<file path="config.mk">
export PLATFORM = sky130hd
export DESIGN_NAME = line_cache_sched
export DESIGN_NICKNAME = d
export VERILOG_FILES = /design/src/rtl/line_cache_sched_pkg.sv /design/src/rtl/line_fetch_fsm.sv /design/src/rtl/line_cache_sched.sv
export SDC_FILE = /design/constraint.sdc
export NUM_CORES = 1
export LEC_CHECK = 0
export CORE_MARGIN = 5
export CORE_UTILIZATION = 30
export DETAILED_ROUTE_END_ITERATION = 16
export PLACE_DENSITY_LB_ADDON = 0.3
export SLEW_MARGIN = 25
export SYNTH_ARGS = -nofsm -noshare
export SYNTH_HDL_FRONTEND = slang
export SYNTH_SLANG_ARGS = --single-unit
</file>
<file path="constraint.sdc">
create_clock -name pxlClk -period 3.5 [get_ports pxlClk]
set_input_delay 0.875 -clock pxlClk [delete_from_list [all_inputs] [get_ports pxlClk]]
set_output_delay 0.875 -clock pxlClk [all_outputs]
set_load 0.01 [all_outputs]
</file>
<file path="src/rtl/line_cache_sched_pkg.sv">
// Shared constants and types for the GBA line RAM scheduler
// and the HDMI image generator line caches.
package line_cache_sched_pkg;

    localparam int LINE_PXLS   = 240;
    localparam int FRAME_LINES = 160;
    localparam int SLOT_BITS   = 2;
    localparam int GBA_PXL_W   = 15;

    typedef enum logic [1:0] {
        PREV = 2'd0,
        CUR  = 2'd1,
        NEXT = 2'd2
    } cache_sel_t;

    typedef struct packed {
        logic       vld;
        cache_sel_t sel;
        logic [7:0] pxl;
    } rd_tag_t;

    function automatic logic [7:0] sat_inc(input logic [7:0] v,
                                           input logic [7:0] top);
        return (v >= top) ? top : v + 8'd1;
    endfunction

endpackage

</file>
<file path="src/rtl/line_fetch_fsm.sv">
// Burst reader for the prev/cur/next triplet: FSM, read pixel
// counter and the RAM read-return pipeline into the line caches.
module line_fetch_fsm import line_cache_sched_pkg::*; #(
    parameter int PXLS = LINE_PXLS,
    parameter int LAT  = 1
) (
    input  logic       pxlClk,
    input  logic       rst,
    input  logic       start,
    input  logic       abort,
    input  logic       stall,
    output logic       rdEn,
    output cache_sel_t rdSel,
    output logic [7:0] rdPxl,
    output logic       busy,
    output logic       fetchDone,
    output logic       cacheWe,
    output logic [1:0] cacheSel,
    output logic [7:0] cacheAddr
);

    typedef enum logic [2:0] {
        IDLE,
        FETCH_PREV,
        FETCH_CUR,
        FETCH_NEXT,
        DRAIN
    } state_t;

    localparam logic [7:0] LAST      = 8'(PXLS - 1);
    localparam logic [1:0] DRAIN_END = 2'(LAT - 1);

    state_t     state;
    logic [7:0] pxl;
    logic [1:0] drainCnt;
    rd_tag_t    pipe [LAT];

    always_comb begin
        rdEn  = 1'b0;
        rdSel = PREV;
        unique case (state)
            FETCH_PREV: begin rdEn = ~stall; rdSel = PREV; end
            FETCH_CUR:  begin rdEn = ~stall; rdSel = CUR;  end
            FETCH_NEXT: begin rdEn = ~stall; rdSel = NEXT; end
            default: ;
        endcase
    end

    assign rdPxl     = pxl;
    assign cacheWe   = pipe[LAT-1].vld;
    assign cacheSel  = pipe[LAT-1].sel;
    assign cacheAddr = pipe[LAT-1].pxl;

    always_ff @(posedge pxlClk) begin
        if (rst) begin
            state     <= IDLE;
            pxl       <= 8'd0;
            drainCnt  <= 2'd0;
            busy      <= 1'b0;
            fetchDone <= 1'b0;
            for (int i = 0; i < LAT; i++) pipe[i] <= '0;
        end else begin
            fetchDone <= 1'b0;
            pipe[0]   <= '{vld: rdEn, sel: rdSel, pxl: pxl};
            for (int i = 1; i < LAT; i++) pipe[i] <= pipe[i-1];
            if (rdEn) pxl <= (pxl == LAST) ? 8'd0 : pxl + 8'd1;
            unique case (state)
                IDLE: if (start) begin
                    state <= FETCH_PREV;
                    busy  <= 1'b1;
                    pxl   <= 8'd0;
                end
                FETCH_PREV: if (rdEn && pxl == LAST) state <= FETCH_CUR;
                FETCH_CUR:  if (rdEn && pxl == LAST) state <= FETCH_NEXT;
                FETCH_NEXT: if (rdEn && pxl == LAST) begin
                    state    <= DRAIN;
                    drainCnt <= 2'd0;
                end
                DRAIN: if (drainCnt == DRAIN_END) begin
                    state     <= IDLE;
                    busy      <= 1'b0;
                    fetchDone <= 1'b1;
                end else begin
                    drainCnt <= drainCnt + 2'd1;
                end
                default: state <= IDLE;
            endcase
            // frame restart drops the fetch and anything still in flight
            if (abort) begin
                state     <= IDLE;
                busy      <= 1'b0;
                fetchDone <= 1'b0;
                pxl       <= 8'd0;
                for (int i = 0; i < LAT; i++) pipe[i].vld <= 1'b0;
            end
        end
    end

endmodule

</file>
<file path="src/rtl/line_cache_sched.sv">
// Line RAM arbiter: GBA writer into a 4-slot ring with absolute
// priority, plus triplet fetch into the neighbourhood line caches.
module line_cache_sched #(
    parameter int LINE_PXLS   = 240,
    parameter int FRAME_LINES = 160,
    parameter int SLOT_BITS   = 2,
    parameter int PXL_W       = 15,
    parameter int RD_LAT      = 1
) (
    input  logic                 pxlClk,
    input  logic                 rst,
    input  logic                 newFrameIn,
    input  logic                 wrValid,
    input  logic [PXL_W-1:0]     wrData,
    input  logic                 wrLineEnd,
    input  logic                 lineAdvance,
    input  logic                 fetchStart,
    output logic                 ramEn,
    output logic                 ramWe,
    output logic [SLOT_BITS+7:0] ramAddr,
    output logic [PXL_W-1:0]     ramWrData,
    input  logic [PXL_W-1:0]     ramRdData,
    output logic                 cacheWe,
    output logic [1:0]           cacheSel,
    output logic [7:0]           cacheAddr,
    output logic [PXL_W-1:0]     cacheData,
    output logic                 busy,
    output logic                 fetchDone,
    output logic                 overrun,
    output logic                 underrun,
    output logic [7:0]           rdLine
);
    import line_cache_sched_pkg::*;

    localparam logic [7:0] LAST_PXL  = 8'(LINE_PXLS - 1);
    localparam logic [7:0] LAST_LINE = 8'(FRAME_LINES - 1);
    localparam logic [7:0] MAX_LINES = 8'(FRAME_LINES);

    logic                 nfQ, nfRise, start;
    logic [SLOT_BITS-1:0] wrSlot, prvSlot, rdSlot;
    logic [7:0]           wrPxl, wrLines, nxtLine;
    logic                 nxtMissing, hitSrc;
    logic [SLOT_BITS-1:0] srcSlot [3];
    logic                 rdEn;
    cache_sel_t           rdSel;
    logic [7:0]           rdPxl;

    assign nfRise = newFrameIn & ~nfQ;
    assign start  = fetchStart & ~busy & ~nfRise;

    assign prvSlot    = (rdLine == 8'd0) ? '0
                      : rdLine[SLOT_BITS-1:0] - SLOT_BITS'(1);
    assign nxtLine    = sat_inc(rdLine, LAST_LINE);
    assign nxtMissing = nxtLine >= wrLines;

    assign hitSrc = (wrSlot == srcSlot[0])
                  | (wrSlot == srcSlot[1])
                  | (wrSlot == srcSlot[2]);

    always_comb begin
        rdSlot = srcSlot[2];
        unique case (rdSel)
            PREV:    rdSlot = srcSlot[0];
            CUR:     rdSlot = srcSlot[1];
            default: rdSlot = srcSlot[2];
        endcase
    end

    always_comb begin
        ramEn     = wrValid | rdEn;
        ramWe     = wrValid;
        ramWrData = wrData;
        ramAddr   = wrValid ? {wrSlot, wrPxl} : {rdSlot, rdPxl};
    end

    assign cacheData = ramRdData;

    always_ff @(posedge pxlClk) begin
        if (rst) begin
            nfQ      <= 1'b0;
            wrSlot   <= '0;
            wrPxl    <= 8'd0;
            wrLines  <= 8'd0;
            rdLine   <= 8'd0;
            overrun  <= 1'b0;
            underrun <= 1'b0;
            for (int i = 0; i < 3; i++) srcSlot[i] <= '0;
        end else begin
            nfQ <= newFrameIn;
            if (wrValid)
                wrPxl <= (wrPxl == LAST_PXL) ? wrPxl : wrPxl + 8'd1;
            if (wrValid & wrLineEnd) begin
                wrPxl   <= 8'd0;
                wrSlot  <= wrSlot + SLOT_BITS'(1);
                wrLines <= sat_inc(wrLines, MAX_LINES);
            end
            if (lineAdvance) rdLine <= sat_inc(rdLine, LAST_LINE);
            // slots are frozen for the whole burst; later rdLine moves don't retarget it
            if (start) begin
                srcSlot[0] <= prvSlot;
                srcSlot[1] <= rdLine[SLOT_BITS-1:0];
                srcSlot[2] <= nxtMissing ? rdLine[SLOT_BITS-1:0]
                                         : nxtLine[SLOT_BITS-1:0];
                if (nxtMissing) underrun <= 1'b1;
            end
            if (wrValid & busy & hitSrc) overrun <= 1'b1;
            if (nfRise) begin
                wrSlot   <= '0;
                wrPxl    <= 8'd0;
                wrLines  <= 8'd0;
                rdLine   <= 8'd0;
                underrun <= 1'b0;
            end
        end
    end

    line_fetch_fsm #(
        .PXLS (LINE_PXLS),
        .LAT  (RD_LAT)
    ) u_fetch (
        .pxlClk    (pxlClk),
        .rst       (rst),
        .start     (start),
        .abort     (nfRise),
        .stall     (wrValid),
        .rdEn      (rdEn),
        .rdSel     (rdSel),
        .rdPxl     (rdPxl),
        .busy      (busy),
        .fetchDone (fetchDone),
        .cacheWe   (cacheWe),
        .cacheSel  (cacheSel),
        .cacheAddr (cacheAddr)
    );

endmodule

</file>
Word level (Yosys, flattened, before mapping)

Memory sizes are Yosys's and may differ from the RTL's.
Index checks and enable logic that the tools add are counted.

$add $sub $neg: 7
$lt $le $gt $ge: 3
Equality and inequality tests: 16
Muxes and demuxes: 39
Bitwise gates (word level): 18
Reductions and logical operators: 17

Operators by type and width:

| operator              | number |
|---|---|
| $mux W8               | 6 |
| $add A8 B1 Y8 const B | 4 |
| $eq A8 B8 Y1 const B  | 2 |
| $ge A8 B8 Y1 const B  | 2 |
| $mux W3               | 5 |
| $pmux W3 S5           | 1 |
| $mux W1               | 14 |
| $mux W2               | 7 |
| $pmux W2 S2           | 3 |
| $mux W11              | 1 |
| $reduce_or A11 Y1     | 1 |
| $mux W10              | 1 |
| $reduce_or A3 Y1      | 3 |
| $ge A8 B8 Y1          | 1 |
| $logic_not A8 Y1      | 1 |
| $ne A2 B1 Y1 const B  | 4 |
| $and A1 B1 Y1         | 6 |
| $eq A2 B2 Y1          | 3 |
| $eq A3 B2 Y1 const B  | 2 |
| $not A1 Y1            | 6 |
| $or A1 B1 Y1          | 6 |
| $reduce_and A3 Y1     | 2 |
| $reduce_and A5 Y1     | 1 |
| $add A2 B1 Y2 const B | 2 |
| other kinds (12)      | 16 |

Flip-flop bits (word level): 44
Bits in writable memories: 17
Input port bits: 37
Output and inout port bits: 65
Logic and storage cells: 114
Memories: 2

Memory list:

| name         | depth | bits a word | read ports | clocked after Yosys merged registers in | wr ports | RTL line               | source |
|---|---|---|---|---|---|---|---|
| u_fetch.pipe | 1     | 11          | 1          | 0                                       | 2        | line_fetch_fsm.sv:36   | `rd_tag_t pipe [LAT];` |
| srcSlot      | 3     | 2           | 3          | 0                                       | 3        | line_cache_sched.sv:43 | `logic [SLOT_BITS-1:0] srcSlot [3];` |

Longest topological paths before layout

Depth after elaboration: 8
Mapped depth: 12
Gate-level depth less buffers: 11

Hierarchy

Synthesis repeated with hierarchy kept, for this count alone.

Cells, all modules: 378
Area, all modules: 3333.2 µm²

By module, submodules not included:

| module           | times used | cells an instance | area an instance (µm²) |
|---|---|---|---|
| line_cache_sched | 1          | 273               | 2289.7 |
| line_fetch_fsm   | 1          | 105               | 1043.5 |

Worst setup path before layout

No wires, ideal clock.

Path kind: reg-to-reg
From: register rdLine[0]
To: memory srcSlot[2][0] (netlist: srcSlot[0][4]) (data pin)
Data arrival time: 2340 ps
Data required time: 3224 ps
Slack: 884 ps
Stages on the path, launching flop included: 12
Buffers on the path: 0
Period minus slack after synthesis: 2616 ps
Cells stage by stage: dfxtp_1 -> ha_1 -> and4_4 -> o31ai_4 -> nand2_1 -> inv_1 -> ha_1 -> nand2b_1 -> a2111oi_1 -> o41ai_2 -> nor2_1 -> a211oi_1

RTL lines:

| what                   | RTL line               | source |
|---|---|---|
| start, declared        | line_cache_sched.sv:31 | `output logic [7:0] rdLine` |
| start signal, assigned | line_cache_sched.sv:97 | `if (lineAdvance) rdLine <= sat_inc(rdLine, LAST_LINE);` |
| end, declared          | line_cache_sched.sv:43 |  |

Worst setup path in the final report

From: input wrValid
To: output ramAddr[5]

Cells in the longest elaborated chain, start to end: 1

RTL lines:

| what            | RTL line               | source |
|---|---|---|
| start, declared | line_cache_sched.sv:13 | `input logic wrValid,` |
| $mux W10        | line_cache_sched.sv:73 | `ramAddr = wrValid ? {wrSlot, wrPxl} : {rdSlot, rdPxl};` |
| end, declared   | line_cache_sched.sv:20 | `output logic [SLOT_BITS+7:0] ramAddr,` |

Every way passes these cells.

==> metrics.yaml <==
grt_overflow: 0
netlist_instances: 378
dieArea_mm2: 0.0137
core-area_mm2: 0.0113
numCtsBuffers: 9
synth_nets: 430
slew_violations: 0
ys.flop_type: "dfxtp_1"
postCtsHoldBufs: 0
cts_max_level: 3
fin_util_pct: 35.8
io_pins: 102
cts_sinks: 61
crit_required_ns: 2.62
rrSetupSlack_ns: 0.64
vias: 2534
grt_pass1_vias: 2479
syn_area_mm2: 0.00342
syn_avg_cell_area_um2: 9.06
timing.final.crit_share_pct: 94.9
cts-root-buf: "clkbuf_16"
seq_area_frac_synth_pct: 37.4
grt_max_degree: 25
p_per_area_mw_per_mm2: 454
track_usage_pct: 11.4
post-synth-top-count-cell: "dfxtp_1"
antenna_found_initial: 0
rows: 39
yosys_warnings: 0
drive_above_1_share_pct: 12.0
start_kind: "input port"
min_to: "wrLines[1]"
ctsResizeCount: 0
critical_path_class: "input port to primary output"
ys_ff_latch: 61
rr_endpoint: "srcSlot[0][5]"
ff2ff_path_depth: 11
wl_mm: 7.12
timing.rr.start: "rdLine[0]"
ant_nets: 0
synth_async_sr_flop_share_pct: 0
cts_tree: "built"
ys_types: 56
synth_commonest_cells: "dfxtp_1, nor2_1, buf_4"
dpl.hpwl_mm: 5.23
initial_core_util_pct: 30.2
hold_depth: 2
slew_headroom_pct: 59.7
max-cap-violations: 0
hp-start: "wrLines[1]"
setup_tns_ns: 0
syn_to_final_growth_pct: 18.2
clockBufferDepth: 2
drt_iter0_markers: 110
irDropWorstVdd_mv: 0.304
synth_top_area_cell: "dfxtp_1"
cp_max_fo: 24
place_congestion: 0.771
grt_pass1_wl_mm: 12.2
skew_ns: 0.00535
via_per_inst: 4.74
die_w_um: 117
post-route-drc-count: 0
clk_pin_slew_worst_paths_ns: 0.05
hold_violations: 0
dieHeight_um: 117
yosysTopAreaCellShare_pct: 32.2
cp-end-kind: "primary output"
setup_viol_count_final: 0
port_buffers: 41
layout.nets: 439
postCtsSetupBuffers: 0
rsz0062_at_grt: "no"
synth-edff-count: 6
diodes: 0
clock_latency_ns: 0.33
synthTopCellsByArea: "dfxtp_1, buf_4, nor2_1, ha_1, edfxtp_1"
p_leak_uw: 0.00151
fmax_mhz: 301
worstMarginPinSlew_ns: 0.604
routedWlPerCell_um: 13.3
outcome: "complete, no violations"
period_needed_ns: 3.32
hp-class: "flip-flop to flip-flop"
critPathArrivalTime_ns: 2.45
firstDrtPassIters: 5
## critical path, stage by stage
cell	delay, ns
clkdlybuf4s50_1	0.53
buf_12	0.19
mux2_2	0.35
clkdlybuf4s50_1	0.48
## worst max-delay path by stage
stage                     startpoint             to  cells past startpoint
after floorplan            rdLine[0]  srcSlot[0][4]                     11
after global placement       wrValid     ramAddr[7]                      4
after detailed placement     wrValid     ramAddr[5]                      4
after CTS                    wrValid     ramAddr[5]                      4
after global routing         wrValid     ramAddr[5]                      4
final                        wrValid     ramAddr[5]                      4
## cell families after synthesis
family                   synth area share [%]
flip-flops                               37.4
adder cells (fa/ha/maj)                  5.48
XOR/XNOR                                 7.67
buffers and inverters                    12.2
AND/OR/NAND/NOR                          22.6
multiplexers                             3.51
AO/OA/AOI/OAI                            11.1
## state kept, by name, summed over array words and instances, names as in the netlist, 3 cells and up
signal	flops
rdLine	8
srcSlot	6
u_fetch.pipe	11
u_fetch.rdPxl	8
u_fetch.state	3
wrLines	8
wrPxl	8
## cell type report
cell class | instances | area, µm²
Sequential cell | 61 | 1280
Fill cell | 1175 | 7270
Multi-Input combinational cell | 251 | 1720
Timing Repair Buffer | 46 | 460
Clock buffer | 11 | 253
Clock inverter | 5 | 82.6
Inverter | 18 | 67.6
Tap cell | 143 | 179
## through the flow
| step | cells | hold slack, ns | cell area, µm² | setup WS (ns) | total power [µW] |
|---|---|---|---|---|---|
| detailed placement | 519 | 0.458 | 3710 | 0.160 | 870 |
| CTS | 535 | 0.470 | 4050 | 0.158 | 1860 |
| floorplan | 378 | 0.449 | 3420 | 0.884 | 860 |
| global placement | 519 | 0.451 | 3710 | 0.214 | 868 |
| finish | 535 | 0.469 | 4050 | 0.178 | 1840 |
| global route | 535 | 0.498 | 4050 | 0.122 | 1910 |
## report_power, final
| part | total, µW | switching [µW] | leakage (µW) | internal, µW |
|---|---|---|---|---|
| combinational | 121 | 65.6 | 0.000839 | 55.0 |
| clock | 983 | 321 | 0.000166 | 663 |
| sequential | 733 | 14.4 | 0.000509 | 719 |
## metal layers
metal | track usage [%] | part of all wire, % | vias up
li1 | - | - | 1279
met1 | 14.0 | 47 | 1187
met2 | 18.2 | 46 | 53
met3 | 3.91 | 5.4 | 15
met4 | 4.74 | 1.9 | 0
met5 | 0 | 0 | -
## layout by cell type, fill, tap and decap left out, types with 3 or more instances in the layout
cell	netlist	final
a211oi_1	3	3
a21oi_1	16	16
a31o_2	3	3
a31oi_1	5	5
and3_1	5	5
buf_4	33	4
clkbuf_16	0	9
clkdlybuf4s50_1	0	41
dfxtp_1	55	55
edfxtp_1	6	6
ha_1	15	15
inv_1	18	18
mux2_2	8	8
mux2i_1	3	3
nand2_1	26	26
nand2b_1	7	7
nand3_1	9	9
nand4b_1	3	3
nor2_1	52	52
nor2b_1	10	10
nor3_1	7	7
o21ai_0	8	8
o41ai_2	3	3
xnor2_1	19	19
xor2_1	11	11
(Power assumes the default switching activity.)
